===== src/rtl/instr_encoder.sv =====
// instr_encoder: two-stage RV32I instruction encoder (inverse of the immediate
// generator). Scatters a signed immediate plus register/function fields into a
// 32-bit instruction word and tags it with an auto-incrementing address.
//
// Optional feature macro: IMM_RANGE_CHECK_EN
//   defined   -> out-of-range / misaligned immediates give NOP + out_err
//   undefined -> immediates are truncated; out_err only for illegal formats
//
// Ports:
//   clk, rst                    clock, synchronous active-high reset
//   in_valid / in_ready         input handshake
//   in_fmt                      0=I 1=S 2=B 3=U 4=J 5=R, 6/7 illegal
//   in_opcode, in_rd, in_rs1, in_rs2, in_funct3, in_funct7, in_imm
//   out_valid / out_ready       output handshake
//   out_instr, out_addr         encoded word and its memory address
//   out_err                     word was replaced/flagged as erroneous
//   err_count                   saturating count of emitted error words
module instr_encoder #(
    parameter logic [31:0] BASE_ADDR = 32'h0000_0000
) (
    input  logic        clk,
    input  logic        rst,
    input  logic        in_valid,
    output logic        in_ready,
    input  logic [2:0]  in_fmt,
    input  logic [6:0]  in_opcode,
    input  logic [4:0]  in_rd,
    input  logic [4:0]  in_rs1,
    input  logic [4:0]  in_rs2,
    input  logic [2:0]  in_funct3,
    input  logic [6:0]  in_funct7,
    input  logic [31:0] in_imm,
    output logic        out_valid,
    input  logic        out_ready,
    output logic [31:0] out_instr,
    output logic [31:0] out_addr,
    output logic        out_err,
    output logic [15:0] err_count
);

    localparam logic [31:0] NOP = 32'h0000_0013;

    localparam logic [2:0] FMT_I = 3'd0;
    localparam logic [2:0] FMT_S = 3'd1;
    localparam logic [2:0] FMT_B = 3'd2;
    localparam logic [2:0] FMT_U = 3'd3;
    localparam logic [2:0] FMT_J = 3'd4;
    localparam logic [2:0] FMT_R = 3'd5;

    typedef struct packed {
        logic [2:0]  fmt;
        logic [6:0]  opcode;
        logic [4:0]  rd;
        logic [4:0]  rs1;
        logic [4:0]  rs2;
        logic [2:0]  funct3;
        logic [6:0]  funct7;
        logic [31:0] imm;
    } fields_t;

    // S1 state
    logic    s1_valid_q, s1_valid_d;
    fields_t s1_q, s1_d;

    // S2 state
    logic        out_valid_q, out_valid_d;
    logic [31:0] out_instr_q, out_instr_d;
    logic        out_err_q, out_err_d;
    logic [31:0] out_addr_q, out_addr_d;
    logic [15:0] err_count_q, err_count_d;

    logic        s2_load;
    logic        s1_load;
    logic        out_hs;
    logic [31:0] enc_instr;
    logic        enc_err;
    logic        range_err;

    // Handshake / advance control
    always_comb begin
        s2_load  = s1_valid_q && (!out_valid_q || out_ready);
        in_ready = !s1_valid_q || s2_load;
        s1_load  = in_valid && in_ready;
        out_hs   = out_valid_q && out_ready;
    end

    // Immediate scatter on the S1 contents
    always_comb begin
        enc_instr = NOP;
        enc_err   = 1'b0;
        range_err = 1'b0;
        case (s1_q.fmt)
            FMT_I: enc_instr = {s1_q.imm[11:0], s1_q.rs1, s1_q.funct3, s1_q.rd, s1_q.opcode};
            FMT_S: enc_instr = {s1_q.imm[11:5], s1_q.rs2, s1_q.rs1, s1_q.funct3,
                                s1_q.imm[4:0], s1_q.opcode};
            FMT_B: enc_instr = {s1_q.imm[12], s1_q.imm[10:5], s1_q.rs2, s1_q.rs1, s1_q.funct3,
                                s1_q.imm[4:1], s1_q.imm[11], s1_q.opcode};
            FMT_U: enc_instr = {s1_q.imm[31:12], s1_q.rd, s1_q.opcode};
            FMT_J: enc_instr = {s1_q.imm[20], s1_q.imm[10:1], s1_q.imm[11], s1_q.imm[19:12],
                                s1_q.rd, s1_q.opcode};
            FMT_R: enc_instr = {s1_q.funct7, s1_q.rs2, s1_q.rs1, s1_q.funct3, s1_q.rd,
                                s1_q.opcode};
            default: enc_err = 1'b1;  // illegal format: NOP + error in every build
        endcase

`ifdef IMM_RANGE_CHECK_EN
        case (s1_q.fmt)
            FMT_I, FMT_S:
                range_err = ($signed(s1_q.imm) < -32'sd2048) || ($signed(s1_q.imm) > 32'sd2047);
            FMT_B:
                range_err = ($signed(s1_q.imm) < -32'sd4096) || ($signed(s1_q.imm) > 32'sd4094)
                            || s1_q.imm[0];
            FMT_J:
                range_err = ($signed(s1_q.imm) < -32'sd1048576)
                            || ($signed(s1_q.imm) > 32'sd1048574) || s1_q.imm[0];
            FMT_U:
                range_err = (s1_q.imm[11:0] != 12'd0);
            default:
                range_err = 1'b0;
        endcase
        if (range_err) begin
            enc_instr = NOP;
            enc_err   = 1'b1;
        end
`endif
    end

    // Next-state for both stages
    always_comb begin
        s1_valid_d  = s1_valid_q;
        s1_d        = s1_q;
        out_valid_d = out_valid_q;
        out_instr_d = out_instr_q;
        out_err_d   = out_err_q;
        out_addr_d  = out_addr_q;
        err_count_d = err_count_q;

        if (s1_load) begin
            s1_valid_d = 1'b1;
            s1_d = '{fmt: in_fmt, opcode: in_opcode, rd: in_rd, rs1: in_rs1, rs2: in_rs2,
                     funct3: in_funct3, funct7: in_funct7, imm: in_imm};
        end else if (s2_load) begin
            s1_valid_d = 1'b0;
        end

        if (s2_load) begin
            out_valid_d = 1'b1;
            out_instr_d = enc_instr;
            out_err_d   = enc_err;
        end else if (out_ready) begin
            out_valid_d = 1'b0;
        end

        // Address tracks the word currently presented; wraps naturally at 2^32.
        if (out_hs) begin
            out_addr_d = out_addr_q + 32'd4;
            if (out_err_q && (err_count_q != 16'hFFFF))
                err_count_d = err_count_q + 16'd1;
        end
    end

    always_ff @(posedge clk) begin
        if (rst) begin
            s1_valid_q  <= 1'b0;
            s1_q        <= '0;
            out_valid_q <= 1'b0;
            out_instr_q <= '0;
            out_err_q   <= 1'b0;
            out_addr_q  <= BASE_ADDR;
            err_count_q <= '0;
        end else begin
            s1_valid_q  <= s1_valid_d;
            s1_q        <= s1_d;
            out_valid_q <= out_valid_d;
            out_instr_q <= out_instr_d;
            out_err_q   <= out_err_d;
            out_addr_q  <= out_addr_d;
            err_count_q <= err_count_d;
        end
    end

    assign out_valid = out_valid_q;
    assign out_instr = out_instr_q;
    assign out_err   = out_err_q;
    assign out_addr  = out_addr_q;
    assign err_count = err_count_q;

endmodule


===== config.mk =====
export PLATFORM = sky130hd
export DESIGN_NAME = instr_encoder
export DESIGN_NICKNAME = d
export VERILOG_FILES = /design/src/rtl/instr_encoder.sv
export SDC_FILE = /design/constraint.sdc
export NUM_CORES = 1
export LEC_CHECK = 0
export CORE_UTILIZATION = 30
export CTS_CLUSTER_SIZE = 12
export DETAILED_ROUTE_END_ITERATION = 7
export DONT_BUFFER_PORTS = 1
export GPL_TIMING_DRIVEN = 0
export MAX_ROUTING_LAYER = met4
export SLEW_MARGIN = 20
export SYNTH_ARGS = -nofsm -noshare
export SYNTH_HDL_FRONTEND = slang
export SYNTH_SLANG_ARGS = --single-unit

===== constraint.sdc =====
create_clock -name clk -period 2.17 [get_ports clk]
set_clock_uncertainty 0.1 [all_clocks]
set_input_delay 0.1085 -clock clk [delete_from_list [all_inputs] [get_ports clk]]
set_output_delay 0.1085 -clock clk [all_outputs]
set_load 0.1 [all_outputs]

After elaboration in Yosys (flattened, before gate mapping)
Index checks and enable logic that the tools add are counted.

Equality and inequality tests: 6. Mux-type cells: 6. Reduce and logical (&&, ||, !) cells: 13. $add $sub $neg: 2.

Operators by type and width (number): $pmux 32 s6 (1); $add 32x3->32 const B (1); $add 16x1->16 const B (1); $ne 16x16->1 const B (1); $eq 3x2->1 const B (2); $eq 3x3->1 const B (2); $reduce_or 6->1 (1); $mux 1 (5); $logic_and 1x1->1 (4); $reduce_bool 2->1 (2); $eq 3x1->1 const B (1); $logic_not 3->1 (1); $logic_not 1->1 (2); $logic_or 1x1->1 (2); $reduce_and 2->1 (1).

Logic and storage cells: 41. Output and inout port bits: 83. Bits in registers: 150.

Depth between registers and ports, before layout
Gate-level depths: netlist of the first run.

Depth in word-level cells: 6. Mapped depth: 7. Depth with buffers taken out: 5.

Worst setup path after synthesis of the first run
No wires, ideal clock.

Path kind: flip-flop to flip-flop. Start point: register out_valid_q, in the netlist out_valid. End point: register s1_q[64] in the netlist's numbering. Required time: 2000 ps. Setup time: 70 ps. Data arrival time: 3167 ps. Slack: -1168 ps. Cell stages (with the launch flop): 7. Cell sequence: dfxtp_1 > nand3b_1 > nand2_1 > buf_2 > clkbuf_1 > nand2_1 > a21oi_1.

Longest elaborated chain between the ends: 5.

Ends and longest elaborated chain: start: declaration (RTL line 66) `logic out_valid_q, out_valid_d;`; start signal: assignment (RTL line 174) `out_valid_q <= out_valid_d;`; $logic_not 1->1 (RTL line 81) `s2_load = s1_valid_q && (!out_valid_q || out_ready);`; $logic_or 1x1->1 (RTL line 81); $logic_and 1x1->1 (RTL line 81); $logic_or 1x1->1 (RTL line 82) `in_ready = !s1_valid_q || s2_load;`; named net in_ready (RTL line 24) `output logic in_ready,`; $logic_and 1x1->1 (RTL line 83) `s1_load = in_valid && in_ready;`; end signal: assignment (RTL line 165) `s1_q <= '0;`; end signal: assignment (RTL line 173) `s1_q <= s1_d;`; end: declaration (RTL line 63) `fields_t s1_q, s1_d;`.

The timed path passes the listed nets, and every way through them passes these cells. A chain may end at the register's enable or synchronous reset.

Worst setup path after layout of the first run
Start point: register out_addr_q[10], in the netlist out_addr[10]. End point: register out_addr_q[31], in the netlist out_addr[31].

Longest elaborated chain between the ends: 1.

Ends and longest elaborated chain: start: declaration (RTL line 69) `logic [31:0] out_addr_q, out_addr_d;`; start signal: assignment (RTL line 177) `out_addr_q <= out_addr_d;`; $add 32x3->32 (RTL line 156) `out_addr_d = out_addr_q + 32'd4;`.

No other way between the ends.

==> flow_metrics.env, run 1 <==
export IMPL_status="completed"
export IMPL_arrival_ns=2.33
export IMPL_p_sw_mw=1.836
export IMPL_portBuffers=0
export IMPL_nets=977
export IMPL_final_cell_mix="161 x nand2_1, 106 x a21oi_1, 102 x dfxtp_1"
export IMPL_required_ns=2.41
export IMPL_cp_startpoint="out_addr[10]$_SDFFE_PP0P_"
export IMPL_async_reset_ff_frac=0
export IMPL_r2r_end="out_addr[31]$_SDFFE_PP0P_"
export IMPL_htreeDepth=4
export IMPL_synth_seq_area_share=0.4538
export IMPL_cts_root_buf="clkbuf_16"
export IMPL_grt_pass1_wl_mm=32.40
export IMPL_antenna_found_initial=2
export IMPL_routabilityCongestion=0.8662
export IMPL_drtAntennaViolNets=0
export IMPL_num_io_pins=154
export IMPL_pwr_share_clk=0.467
export IMPL_hold_viol=0
export IMPL_dr_pass1_iters=7
export IMPL_numCtsBuffers=17
export IMPL_p_seq_frac=0.450
export IMPL_synth_edf_count=0
export IMPL_r2r_slack_ns=0.08
export IMPL_pwr_share_comb=0.083
export IMPL_tightest_slew_ns=1.035
export IMPL_die_area_sq_um=22360
export IMPL_layout_commonest_cell="nand2_1"
export IMPL_cts_sinks=148
export IMPL_r2r_start="out_addr[10]$_SDFFE_PP0P_"
export IMPL_layout_min_cycle_time_ns=2.089
export IMPL_path_clk_slew_ns=0.06
export IMPL_power_density_nw_per_um2=798.8
export IMPL_syn_to_final_growth_pct=32.02
export IMPL_fill_cells=2116
export IMPL_startpoint_type="register"
export IMPL_synth_avg_cell_area_sq_um=8.100
export IMPL_grt_pass1_vias=5846
export IMPL_start_util=0.3086
export IMPL_via_per_inst=5.157
export IMPL_crit_path_max_fanout=6
export IMPL_multi_input_area_sq_um=3346
export IMPL_vias=6158
export IMPL_use_met2=0.2949
export IMPL_worstSetupEndpoint="out_addr[31]$_SDFFE_PP0P_"
export IMPL_slew_violations=0
export IMPL_max_freq_mhz=478.8
export IMPL_p_leak_nw=3.050
export IMPL_grt_usage=0.1940
export IMPL_clockBufferDepth=2
export IMPL_regArea_sq_um=3115
export IMPL_internal_power_mw=5.049
export IMPL_wl_mm=20.83
export IMPL_grt_overflow=0
export IMPL_met1_usage=0.2465
export IMPL_yosys_warnings=0
export IMPL_grt_util_met3=0.04726
export IMPL_fin_ws_ns=0.08131
export IMPL_grt_busiest_layer="met2"
export IMPL_die_h_um=149.5
export IMPL_hpwl_mm=15.17
export IMPL_synthCells=806
export IMPL_rows=53
export IMPL_netlist_area_sq_um=6529
export IMPL_worstSetupPathType="reg2reg"
export IMPL_remaining_drc_errors=0
export IMPL_synthDistinctLibCells=57
export IMPL_drive_gt1_frac=0.1592
export IMPL_core_area_sq_um=21150
export IMPL_synth_ff_type="dfxtp_1"
export IMPL_finalCritPeriodShare=0.9625
export IMPL_reg2reg_depth=6
export IMPL_swShare=0.2667
export IMPL_grt_start_max_net_pins=17
export IMPL_rsz0062_at_grt="false"
export IMPL_place_ws_ns=-0.2948
export IMPL_relSlewSlack=0.3088
export IMPL_drt_iter0_drc=415
export IMPL_die_w_um=149.5
export IMPL_peakVddDrop_v=0.0005563
export IMPL_cap_viol_max_count=0
export IMPL_cts_tree="done"
export IMPL_setup_viol=0
export IMPL_crit_path_end_kind="register"
export IMPL_clk_latency_ns=0.42
export IMPL_hold_path_class="in2reg"
export IMPL_wl_per_cell_um=17.44
export IMPL_setup_tns_ns=0
export IMPL_yosys_register_bits=148
==> how the worst min path moves through the flow <==
stage | end | startpoint | cells after the start | slack, ns
global route | out_instr[20]$_SDFFE_PP0P_ | out_ready | 4 | 0.11
floorplan | s1_q[38]$_SDFFE_PP0P_ | in_funct7[6] | 2 | 0.14
detailed placement | s1_q[41]$_SDFFE_PP0P_ | in_funct3[2] | 2 | 0.15
global placement | s1_q[38]$_SDFFE_PP0P_ | in_funct7[6] | 2 | 0.15
CTS | out_addr[2]$_SDFFE_PP0P_ | out_ready | 4 | 0.05
finish | out_addr[2]$_SDFFE_PP0P_ | out_ready | 4 | 0.08
==> synth_stat cells, types with 3 or more instances <==
cell type  number  area, sq um
or4_1          14        105.1
nand4_1        13        81.33
a22oi_1         7        52.55
mux2_2         12        135.1
a21oi_1       108        540.5
nor3_1         25        125.1
or3_1          11        68.82
a22o_1          9        78.83
nand3_1        21        105.1
and4_1          7        61.31
nor4_1          4        25.02
nand2_1       162        608.1
and3_1          4        25.02
buf_2          14        70.07
a221oi_1       13        113.9
dfxtp_1       148         2963
o2111ai_1       6        52.55
nand2b_1       10        62.56
o31ai_1        16        120.1
mux2i_1         8        80.08
nor2_1         45        168.9
buf_1           4        15.01
inv_1          13        48.80
xor2_1          8        70.07
o21ai_0        25        125.1
and2_1          5        31.28
nor2b_1        15        93.84
clkbuf_1       39        146.4
o22ai_1         3        18.77
==> state kept, by name, summed over array words and instances, names as in the netlist <==
register    cells
s1_q           67
out_addr       30
out_instr      32
s1_valid_q      1
out_valid       1
err_count      16
out_err         1
==> layout make-up <==
type,count,share of cell area
antenna,2,0.0005806
multi-input combinational,586,0.3882
tap,275,0.03992
clock buffer,21,0.05472
inverter,13,0.005661
buffer,58,0.03774
clock inverter,11,0.01989
timing repair buffer,80,0.09189
sequential,148,0.3614
==> metal layers <==
metal,wire [um],part of all wire
met1,9503,0.46
met2,9632,0.46
met3,1105,0.053
met4,586,0.028
met5,0,0
==> stage by stage <==
stage          std cells  cell area [sq um]  power (mW)  utilization  hold slack [ns]
2_1_floorplan        807               6646       3.508            -           0.1445
3_3_place_gp        1082               6990       3.651       0.3305           0.1468
3_5_place_dp        1084               7022       3.658       0.3319           0.1515
4_1_cts             1187               8478       6.946       0.4008          0.05337
5_1_grt             1194               8620       7.136       0.4075           0.1086
6_report            1194               8620       6.885       0.4075          0.08495
==> cells by family (layout without fill, tap and decap cells) <==
logic type,after synthesis,in the layout,synth area share
AO/OA/AOI/OAI,198,198,0.1838
XOR/XNOR,10,10,0.01342
adder cells (fa/ha/maj),2,2,0.003832
buffers and inverters,73,183,0.04599
flip-flops,148,148,0.4538
multiplexers,20,20,0.03296
other,1,4,0.0005744
AND/OR/NAND/NOR,354,354,0.2656
==> power by group through the flow <==
stage / sequential [mW] / combinational (mW) / clock (mW)
final: 3.10 / 0.572 / 3.21
after global routing: 3.11 / 0.632 / 3.39
after CTS: 3.11 / 0.571 / 3.27
after detailed placement: 3.20 / 0.458 / 0
after global placement: 3.20 / 0.452 / 0
after floorplan: 3.16 / 0.343 / 0
==> critical path, cell delays in order, from the launching register on <==
cell and delay, ns:
dfxtp_4 0.56, and4_1 0.25, buf_6 0.12, nand4_1 0.13
buf_4 0.22, or4_1 0.50, a21oi_1 0.14
==> repair_timing <==
item                                    4_1_cts  5_1_grt
endpoints found under the setup margin       40       73
hold buffers                                 70        0
hold endpoints to repair                     73        0
pin swaps                                     2        5
setup buffers                                 2        6
gates resized for setup                      38       29
Power figures use the tool's default switching activity.
==> run 2, diff against run 1 <==
--- a/config.mk
+++ b/config.mk
@@ -11,6 +11,7 @@
 export DONT_BUFFER_PORTS = 1
 export GPL_TIMING_DRIVEN = 0
 export MAX_ROUTING_LAYER = met4
+export PLACE_DENSITY = 0.49
 export SLEW_MARGIN = 20
 export SYNTH_ARGS = -nofsm -noshare
 export SYNTH_HDL_FRONTEND = slang
==> run 2 against run 1 <==
  * The run now ends with negative setup slack left
  * Via count up 1.3%
  * Power shrank 5.7%
  * Critical path depth is 1 lower
  * Final area down 0.52%
  * Flip-flop and latch count unchanged
  * Sequential share of layout area rose by 0.10 points
  * Clock-buffer cell count is 2 lower
  * Utilization is 0.21 points lower
  * Sequential power is essentially flat
  * Critical path type unchanged
==> flow_metrics.env, run 2 (synthesis results as in run 1) <==
export IMPL_largest_register="s1_q"
export IMPL_die_w_um=149.5
export IMPL_nets=981
export IMPL_portBuffers=0
export IMPL_die_h_um=149.5
export IMPL_startpoint_type="register"
export IMPL_dr_pass1_iters=5
export IMPL_placed_area_sq_um=7022
export IMPL_power_density_nw_per_um2=757.5
export IMPL_hold_start="out_ready"
export IMPL_wl_mm=21.84
export IMPL_die_area_sq_um=22360
export IMPL_rsz0062_at_grt="true"
export IMPL_p_leak_nw=3.051
export IMPL_final_cell_mix="161 x nand2_1, 105 x a21oi_1, 102 x dfxtp_1"
export IMPL_grt_usage=0.2058
export IMPL_drive_gt1_frac=0.1716
export IMPL_rows=53
export IMPL_cap_viol_max_count=0
export IMPL_r2r_slack_ns=-0.04
export IMPL_setup_viol=2
export IMPL_syn_to_final_growth_pct=31.33
export IMPL_hold_end="out_addr[9]$_SDFFE_PP0P_"
export IMPL_grt_pass1_wl_mm=33.91
export IMPL_largest_reg_flops=67
export IMPL_setup_tns_ns=-0.06212
export IMPL_grt_overflow=0
export IMPL_start_util=0.3086
export IMPL_fin_ws_ns=-0.03644
export IMPL_cts_tree="done"
export IMPL_num_io_pins=154
export IMPL_worstSetupPathType="reg2reg"
export IMPL_tightest_slew_ns=1.043
export IMPL_finalCritPeriodShare=1.017
export IMPL_htreeDepth=4
export IMPL_crit_path_max_fanout=5
export IMPL_fill_cells=2168
export IMPL_numCtsBuffers=17
export IMPL_grt_pass1_vias=5863
export IMPL_antenna_found_initial=1
export IMPL_remaining_drc_errors=0
export IMPL_drtAntennaViolNets=0
export IMPL_routabilityCongestion=0.8145
export IMPL_slew_violations=0
export IMPL_min_path_cells=4
export IMPL_vias=6238
export IMPL_r2r_start="out_addr[22]$_SDFFE_PP0P_"
export IMPL_layout_commonest_cell="nand2_1"
export IMPL_cts_sinks=148
export IMPL_clockBufferDepth=2
export IMPL_violations="negative setup slack"
export IMPL_clk_latency_ns=0.43
export IMPL_reg2reg_depth=5
export IMPL_relSlewSlack=0.3037
export IMPL_drt_iter0_drc=396
export IMPL_required_ns=2.42
export IMPL_path_clk_slew_ns=0.06
export IMPL_grt_start_max_net_pins=17
export IMPL_arrival_ns=2.45
export IMPL_cp_startpoint="out_addr[22]$_SDFFE_PP0P_"
export IMPL_final_area_sq_um=8574
export IMPL_core_area_sq_um=21150
export IMPL_cts_root_buf="clkbuf_16"
export IMPL_peakVddDrop_v=0.0005190
export IMPL_hold_path_class="in2reg"
export IMPL_hold_viol=0
export IMPL_r2r_end="out_addr[27]$_SDFFE_PP0P_"
export IMPL_status="finished, violations left"
export IMPL_hpwl_mm=15.54
export IMPL_place_ws_ns=-0.2846
export IMPL_crit_path_end_kind="register"
export IMPL_max_freq_mhz=453.2
export IMPL_wl_per_cell_um=18.23
export IMPL_layout_min_cycle_time_ns=2.206
export IMPL_via_per_inst=5.207
[run 2: cell types whose count changed in the layout (fill, tap and decap cells not counted), moves of 3 or more]
cell       change
clkbuf_2       +5
buf_4          +3
dfxtp_2        +3
dfxtp_4        -3
clkbuf_1       -5
clkinv_2       +4
bufinv_16      -3
[run 2: final cells by class]
type | count | area [sq um] | area share
antenna | 2 | 5.005 | 0.0005837
inverter | 13 | 48.80 | 0.005691
multi-input combinational | 586 | 3356 | 0.3914
sequential | 148 | 3108 | 0.3625
clock buffer | 19 | 442.9 | 0.05166
buffer | 58 | 341.6 | 0.03984
timing repair buffer | 84 | 819.5 | 0.09558
clock inverter | 13 | 108.9 | 0.01270
tap | 275 | 344.1 | 0.04013
[run 2: where the power goes]
| group | total (mW) | switching (mW) | leakage (nW) | internal [mW] |
|---|---|---|---|---|
| Combinational | 0.586 | 0.343 | 1.54 | 0.243 |
| Sequential | 3.10 | 0.320 | 1.24 | 2.78 |
| Clock | 2.81 | 1.21 | 0.273 | 1.60 |
[run 2: worst max path at each step]
stage | endpoint | slack, ns
detailed placement | out_addr[30]$_SDFFE_PP0P_ | -0.28
CTS | out_addr[30]$_SDFFE_PP0P_ | -0.07
global route | out_addr[29]$_SDFFE_PP0P_ | -0.1
global placement | s1_q[65]$_SDFFE_PP0P_ | -0.58
floorplan | s1_q[64]$_SDFFE_PP0P_ | -0.23
finish | out_addr[27]$_SDFFE_PP0P_ | -0.04
[run 2: stage by stage]
step           hold slack [ns]    util  total power [mW]  instances
5_1_grt                0.07742  0.4052             6.767       1197
4_1_cts                0.04196  0.3979             6.558       1188
6_report               0.02868  0.4053             6.495       1198
2_1_floorplan           0.1445       -             3.508        807
3_3_place_gp            0.1475  0.3305             3.663       1082
3_5_place_dp            0.1523  0.3319             3.671       1084
[run 2: critical path: stages (launching register included)]
cell and delay (ns):
dfxtp_2 0.69, and4_1 0.27, nand4_1 0.22, buf_4 0.26
or4_1 0.47, a21oi_1 0.13
[run 2: metal layers]
| metal | track usage | share of wire |
|---|---|---|
| met5 | - | 0 |
| met2 | 0.3118 | 0.46 |
| met3 | 0.05152 | 0.063 |
| met1 | 0.2697 | 0.47 |
| met4 | 0.05663 | 0.0089 |
[run 2: what timing repair did]
action	CTS	global route
pin swaps	1	9
cloned	0	1
hold buffers	70	0
setup buffers	3	8
endpoints found under the hold margin	73	0
setup endpoints to repair	62	46
resized for setup	46	35
